**src/rtl/reaction_timer.sv**
```systemverilog
// Reaction-time measurement front end: pseudo-random wait, go indicator, millisecond count until press.
// Optional false-start detection is enabled with REACTION_TIMER_FALSE_START_EN.
`timescale 1ns/1ps
module reaction_timer #(
  parameter int TICK_DIV  = 50000,
  parameter int MIN_DELAY = 1000
) (
  input  logic        Clock,
  input  logic        CLR,
  input  logic        Start,
  input  logic        Button,
  output logic [12:0] Time,
  output logic        Load,
  output logic        Go,
  output logic        TooSoon
);

  localparam int            PW        = (TICK_DIV > 1) ? $clog2(TICK_DIV) : 1;
  localparam logic [PW-1:0] TICK_LAST = PW'(TICK_DIV - 1);
  localparam logic [12:0]   TIME_MAX  = 13'h1FFF;

  typedef enum logic [1:0] {S_IDLE, S_WAIT, S_GO, S_DONE} state_t;

  state_t        r_state;
  logic          r_start_d;
  logic          r_button_d;
  logic [15:0]   r_lfsr;
  logic [15:0]   r_delay;
  logic [PW-1:0] r_presc;
  logic [12:0]   r_time;
  logic          r_load;
  logic          r_go;
  logic          r_too_soon;

  logic          w_start_edge;
  logic          w_button_edge;
  logic          w_tick;
  logic          w_lfsr_fb;
  logic          w_false_start;
  logic [12:0]   w_time_inc;
  logic [15:0]   w_delay_init;

  assign w_start_edge  = Start & ~r_start_d;
  assign w_button_edge = Button & ~r_button_d;
  assign w_tick        = (r_presc == TICK_LAST);
  assign w_lfsr_fb     = r_lfsr[15] ^ r_lfsr[13] ^ r_lfsr[12] ^ r_lfsr[10];
  assign w_time_inc    = (r_time == TIME_MAX) ? r_time : r_time + 13'd1;
  assign w_delay_init  = 16'(MIN_DELAY) + {5'b0, r_lfsr[10:0]};

`ifdef REACTION_TIMER_FALSE_START_EN
  assign w_false_start = (r_state == S_WAIT) & w_button_edge;
`else
  assign w_false_start = 1'b0;
`endif

  always_ff @(posedge Clock or posedge CLR) begin
    if (CLR) begin
      r_state    <= S_IDLE;
      r_start_d  <= 1'b0;
      r_button_d <= 1'b0;
      r_lfsr     <= 16'hACE1;
      r_delay    <= '0;
      r_presc    <= '0;
      r_time     <= '0;
      r_load     <= 1'b0;
      r_go       <= 1'b0;
      r_too_soon <= 1'b0;
    end else begin
      r_start_d  <= Start;
      r_button_d <= Button;
      r_lfsr     <= {r_lfsr[14:0], w_lfsr_fb};
      r_presc    <= w_tick ? '0 : r_presc + PW'(1);
      r_load     <= 1'b0;
      // Every state change below also restarts the prescaler so tick phase is relative to state entry.
      case (r_state)
        S_IDLE, S_DONE: begin
          if (w_start_edge) begin
            r_state    <= S_WAIT;
            r_delay    <= w_delay_init;
            r_time     <= '0;
            r_too_soon <= 1'b0;
            r_presc    <= '0;
          end
        end
        S_WAIT: begin
          if (w_false_start) begin
            r_state    <= S_DONE;
            r_time     <= TIME_MAX;
            r_too_soon <= 1'b1;
            r_load     <= 1'b1;
            r_presc    <= '0;
          end else if (w_tick) begin
            if (r_delay == 16'd0) begin
              r_state <= S_GO;
              r_go    <= 1'b1;
              r_presc <= '0;
            end else begin
              r_delay <= r_delay - 16'd1;
            end
          end
        end
        S_GO: begin
          if (w_tick) begin
            r_time <= w_time_inc;
          end
          if (w_button_edge) begin
            r_state <= S_DONE;
            r_go    <= 1'b0;
            r_load  <= 1'b1;
            r_presc <= '0;
          end
        end
        default: r_state <= S_IDLE;
      endcase
    end
  end

  assign Time    = r_time;
  assign Load    = r_load;
  assign Go      = r_go;
  assign TooSoon = r_too_soon;

endmodule

```
**config.mk**
```make
export PLATFORM = sky130hd
export DESIGN_NAME = reaction_timer
export DESIGN_NICKNAME = d
export VERILOG_FILES = /design/src/rtl/reaction_timer.sv
export SDC_FILE = /design/constraint.sdc
export NUM_CORES = 1
export LEC_CHECK = 0
export ABC_AREA = 1
export BUFFER_PORTS_ARGS = -buffer_cell sky130_fd_sc_hd__buf_2
export CAP_MARGIN = 20
export CORE_AREA = 10 10 96 98
export DETAILED_ROUTE_END_ITERATION = 8
export DIE_AREA = 0 0 106 108
export PLACE_DENSITY = 0.72
export SKIP_LAST_GASP = 1
export SYNTH_ARGS = -nofsm -noshare
export SYNTH_HDL_FRONTEND = slang
export SYNTH_SLANG_ARGS = --single-unit
```
**constraint.sdc**
```tcl
create_clock -name Clock -period 3.3 [get_ports Clock]
set_input_delay 0.165 -clock Clock [delete_from_list [all_inputs] [get_ports Clock]]
set_output_delay 0.165 -clock Clock [all_outputs]
set_load 0.01 [all_outputs]
```
## Yosys cells after proc, flatten, opt, wreduce, memory -nomap -nowiden

Cells that the tools add are included.

| cells by class | value |
|---|---|
| add/sub/neg operators | 4 |
| equality and inequality tests | 12 |
| mux-type cells | 25 |
| bitwise operators | 8 |
| reduce and logical (&&, ||, !) cells | 9 |

Operators with widths:

| kind | count |
|---|---|
| 16-bit two-way mux | 8 |
| 16-bit one-hot mux with 3 select lines | 1 |
| 13-bit two-way mux | 3 |
| 16-bit one-hot mux with 2 select lines | 1 |
| 13-bit one-hot mux with 2 select lines | 1 |
| 16-bit by 1-bit adder with 16-bit output, second input constant | 1 |
| 16-bit == test, second input constant | 1 |
| 16-bit logical NOT | 1 |
| 4-bit AND reduction | 4 |
| 16-bit by 1-bit subtractor with 16-bit output, second input constant | 1 |
| 2-bit inequality test, second input constant | 7 |
| 13-bit by 1-bit adder with 13-bit output, second input constant | 1 |
| 13-bit == test, second input constant | 1 |
| 10-bit by 11-bit adder with 12-bit output, first input constant | 1 |
| 2-bit two-way mux | 4 |
| 2-bit one-hot mux with 3 select lines | 1 |
| 1-bit two-way mux | 5 |
| 2-bit == test, second input constant | 2 |
| 2-bit nonzero test | 2 |
| 1-bit NOT | 3 |
| 1-bit bitwise XOR | 3 |
| 1-bit bitwise AND | 2 |
| 2-bit by 1-bit == test with 1-bit output, second input constant | 1 |
| 2-bit logical NOT | 1 |
| 2 further kinds | 2 |

| storage, ports and cells | value |
|---|---|
| bits in registers | 67 |
| input bits | 4 |
| output and inout bits | 16 |
| logic and storage cells | 67 |

## Logic depth before layout (Yosys ltp)

| depth | value |
|---|---|
| depth in word-level cells | 5 |
| gate-level depth with buffers | 11 |
| depth with buffers taken out | 10 |

## Worst setup path after synthesis

Ideal clock, no wire load.

| path | value |
|---|---|
| path type | register to register |
| start point | reg r_state[0] |
| end point | reg r_time[0] (netlist: Time[0]) |
| setup time | 117 ps |
| data arrival time | 1480 ps |
| required time | 3183 ps |
| slack | 1703 ps |
| stages on the path, launching flop included | 10 |
| buffers on the path | 1 |
| clock period less this slack | 1597 ps |
| cells stage by stage | dfrtp_1 > inv_1 > ha_1 > inv_1 > nor2_1 > nor2_1 > nand2_1 > clkbuf_1 > nand3_1 > nand2_1 |

| on the way | value |
|---|---|
| longest elaborated chain between the ends | 4 |
| elaborated cells between the ends (all ways) | 11 |
| those cells by class | eq/ne (6); mux (1); bitwise (1); reduce/logical (3) |

RTL lines:

| item | line | RTL |
|---|---|---|
| from (decl) | 24 | `state_t r_state;` |
| from (signal assigned) | 58 | `r_state <= S_IDLE;` |
| from (signal assigned) | 78 | `r_state <= S_WAIT;` |
| from (signal assigned) | 87 | `r_state <= S_DONE;` |
| 2-bit == test or 2-bit logical NOT (tied branches) | 75 | `case (r_state)` |
| 2-bit OR reduction | 75 |  |
| 2-bit inequality test (no source line) | -- |  |
| 4-bit AND reduction (no source line) | -- |  |
| to (signal assigned) | 104 | `r_time <= w_time_inc;` |
| to (decl) | 30 | `logic [12:0] r_time;` |

Parallel ways exist; a longest one is shown, timed or not.
A chain may end at the register's enable or synchronous reset.

## Final worst setup path

| path | value |
|---|---|
| start point | reg r_state[1] |
| end point | reg r_time[4] (netlist: Time[4]) |

Same word-level chain as after synthesis.

==> results.sh <==
export IMPL_total_standard_cell_area_after_synthesis_sq_um=3970
export IMPL_synth_top_cell_area_share_pct=37.2
export IMPL_cell_chosen_for_the_clock_root="sky130_fd_sc_hd__clkbuf_8"
export IMPL_status="finished with violations"
export IMPL_largest_stage_delay_worst_path_ns=0.53
export IMPL_primary_ff_master_synth="sky130_fd_sc_hd__dfrtp_1"
export IMPL_r2r_start="r_state[1]"
export IMPL_timing_max_transition_violations_final=0
export IMPL_worstRegToRegCells=7
export IMPL_postRouteAntennaNets=0
export IMPL_post_synth_top_count_cell="sky130_fd_sc_hd__nand2_1"
export IMPL_synthTopCellsByArea="sky130_fd_sc_hd__dfrtp_1 (37%), sky130_fd_sc_hd__nand2_1 (18%), sky130_fd_sc_hd__nor2_1 (8.3%)"
export IMPL_std_cell_rows=32
export IMPL_wirelength_um=8390
export IMPL_worst_slew_margin_pct=44.0
export IMPL_max_freq_mhz=441
export IMPL_class_of_the_tightest_hold_or_removal_check="primary input to asynchronous set/reset pin"
export IMPL_cts_inserted_buffers=9
export IMPL_timing_setup_critical_path_class="register to register"
export IMPL_route_detailed_drc=0
export IMPL_worst_ep_required_time_ns=3.53
export IMPL_maxCapViolCount=0
export IMPL_critical_path_startpoint_type="register"
export IMPL_die_span_in_y_um=108
export IMPL_peakVddDrop_mv=0.390
export IMPL_final_setup_violating_endpoints=0
export IMPL_count_of_flip_flops_with_a_built_in_enable_after_synthesis=0
export IMPL_yosys_warnings=0
export IMPL_dieWidth_um=106
export IMPL_clock_tree_htree_level_count=3
export IMPL_fin_setup_tns_ns=0
export IMPL_synth_seq_area_share_pct=42.5
export IMPL_postCtsSetupRepairBufs=0
export IMPL_tritoncts="done"
export IMPL_antennaDiodeCount=0
export IMPL_post_cts_resized=0
export IMPL_netlist_top_cells_count="sky130_fd_sc_hd__nand2_1 (190), sky130_fd_sc_hd__nor2_1 (88), sky130_fd_sc_hd__inv_1 (61), sky130_fd_sc_hd__dfrtp_1 (59), sky130_fd_sc_hd__nand3_1 (48)"
export IMPL_total_leakage_power_nw=2.20
export IMPL_regToRegSetupSlack_ns=1.03
export IMPL_fin_crit_sh_pct=68.7
export IMPL_grt_setup_unrepaired="false"
export IMPL_count_of_boundary_i_o_pins=20
export IMPL_finish_net_count=595
export IMPL_worst_path_max_delay_cell="sky130_fd_sc_hd__ha_1"
export IMPL_routed_length_per_instance_um=12.1
export IMPL_clkTransAtPathRegs_ns=0.08
export IMPL_clock_latency_ns=0.35
export IMPL_initial_utilization_pct=53.2
export IMPL_placeableCoreArea_sq_um=7450
export IMPL_avgSynthCellArea_sq_um=7.04
export IMPL_detail_route_first_pass_iterations=5
export IMPL_worstSetupEndpoint="Time[4]"
export IMPL_final_util_pct=58.7
export IMPL_worst_path_max_fanout=16
export IMPL_die_area_sq_um=11400
export IMPL_worst_path_most_repeated_cell="sky130_fd_sc_hd__nand2_1"
export IMPL_timing_critical_path_to_type="register"
export IMPL_drive_gt1_share_pct=10.2
export IMPL_worst_r2r_endpoint="Time[4]"
export IMPL_grt_pass1_wl_um=14900
export IMPL_synthesis_nets=574
export IMPL_post_route_min_period_ns=2.27
export IMPL_vias=3483
export IMPL_io_buffer_count=18
export IMPL_grt_usage_pct=15.5
export IMPL_final_hold_worst_slack_ns=-0.0175
export IMPL_failing_checks="hold timing"
export IMPL_timing_final_hold_violations=27
export IMPL_syn2layout_area_growth_pct=10.3
export IMPL_powerDensity_nw_per_um2=714
export IMPL_critical_path_arrival_ns=2.50
export IMPL_critical_path_startpoint="r_state[1]"
export IMPL_drt_vias_per_instance=5.04
export IMPL_cts_max_path_buffers=2
export IMPL_synth_async_sr_flop_share_pct=100
export IMPL_grt_start_max_net_pins=42
export IMPL_yosys_register_bits=67
export IMPL_biggest_area_consumer_among_synthesized_cells="sky130_fd_sc_hd__dfrtp_1"
export IMPL_grt_antenna_before_repair=0
export IMPL_worstPathCellList="inv_1 > ha_1 > nor2_1 > nand2_1 > nand2_1 > nand2_1 > nand2_1"
export IMPL_drt_first_iter_violations=143
export IMPL_finalPower_mw=3.12
export IMPL_finalClockSkew_ns=0.00781
export IMPL_place_detailed_hpwl_um=5990
export IMPL_synthDistinctLibCells=34
export IMPL_synthesis_instances=563
export IMPL_place_congestion=0.871
export IMPL_globalRouteOverflowTotal=0
export IMPL_fillers=697
export IMPL_cts_sink_count=67
export IMPL_grt_pass1_vias=3279
export IMPL_worstMarginPinSlew_ns=0.839
[per-stage QoR]
stage | cell area [sq um] | instances | setup slack, ns
6_report | 4370 | 691 | 1.03
5_1_grt | 4370 | 691 | 0.823
4_1_cts | 4370 | 691 | 1.04
3_5_place_dp | 4110 | 673 | 1.06
3_3_place_gp | 4110 | 673 | 1.14
2_1_floorplan | 3970 | 563 | 1.47
[worst max-delay path: cells and delay by family, from the launching register on]
family,cells,cell delay [ns]
adders and majority gates,1,0.53
buffers and inverters,1,0.08
and+or+nand+nor,5,1.13
DFF,1,0.40
[layout by cell type (no fill, tap or decap), types with 5 or more instances in the layout]
master	Yosys	layout
sky130_fd_sc_hd__dfstp_2	8	8
sky130_fd_sc_hd__xor2_1	10	10
sky130_fd_sc_hd__nand4_1	11	11
sky130_fd_sc_hd__nor3_1	9	9
sky130_fd_sc_hd__o21ai_0	25	25
sky130_fd_sc_hd__clkbuf_8	0	9
sky130_fd_sc_hd__inv_1	61	60
sky130_fd_sc_hd__nand2_1	190	190
sky130_fd_sc_hd__nor2_1	88	88
sky130_fd_sc_hd__o21bai_1	6	6
sky130_fd_sc_hd__buf_2	2	18
sky130_fd_sc_hd__xnor2_1	5	5
sky130_fd_sc_hd__ha_1	7	7
sky130_fd_sc_hd__dfrtp_1	59	59
sky130_fd_sc_hd__nand3_1	48	48
[registers in the layout, summed over array words and instances, names as in the netlist]
name,cells
r_delay,16
Load,1
r_lfsr,16
Go,1
r_presc,16
Time,13
r_state,2
r_button_d,1
r_start_d,1
[repair_timing]
item / 4_1_cts / 5_1_grt
setup endpoints to repair: 0 / 0
endpoints found under the hold margin: 2 / 0
hold buffers: 2 / 0
[power breakdown]
group | leakage, nW | total [mW] | switching (mW) | internal (mW)
clock | 0.119 | 0.828 | 0.328 | 0.500
sequential | 0.877 | 1.04 | 0.104 | 0.935
combinational | 1.20 | 1.25 | 0.905 | 0.349
total | 2.20 | 3.12 | 1.34 | 1.78
[layout make-up]
cell class / instances / area, sq um / area share (%)
Clock buffer: 9 / 124 / 2.83
Timing Repair Buffer: 22 / 125 / 2.86
Inverter: 64 / 240 / 5.49
Multi-Input combinational cell: 420 / 1950 / 44.7
Tap cell: 102 / 128 / 2.92
Sequential cell: 67 / 1690 / 38.6
Clock inverter: 7 / 116 / 2.66
[cell families after synthesis]
family	count (synthesis)	synth area share (%)
xor gates and xnor gates	15	3.31
and+or+nand+nor	361	38.6
buffers and inverters	76	8.20
adders and majority gates	7	2.21
DFF	67	42.5
AOI/OAI and AO/OA	36	5.02
other	1	0.0946
[how the worst min path moves through the flow]
| stage | endpoint | slack [ns] | startpoint |
|---|---|---|---|
| final | r_lfsr[12] | -0.02 | CLR |
| after global routing | r_lfsr[12] | 0.06 | CLR |
| after CTS | r_lfsr[12] | 0.02 | CLR |
| after detailed placement | r_start_d | 0.29 | Start |
| after global placement | r_start_d | 0.29 | Start |
| after floorplan | r_button_d | 0.20 | Button |
[routing by layer]
metal	share of wire (%)	global-route usage, %
met1	50	20.9
met2	44	23.7
met3	5.4	3.81
met4	1.3	5.61
met5	0	0
Power figures use the tool's default switching activity.
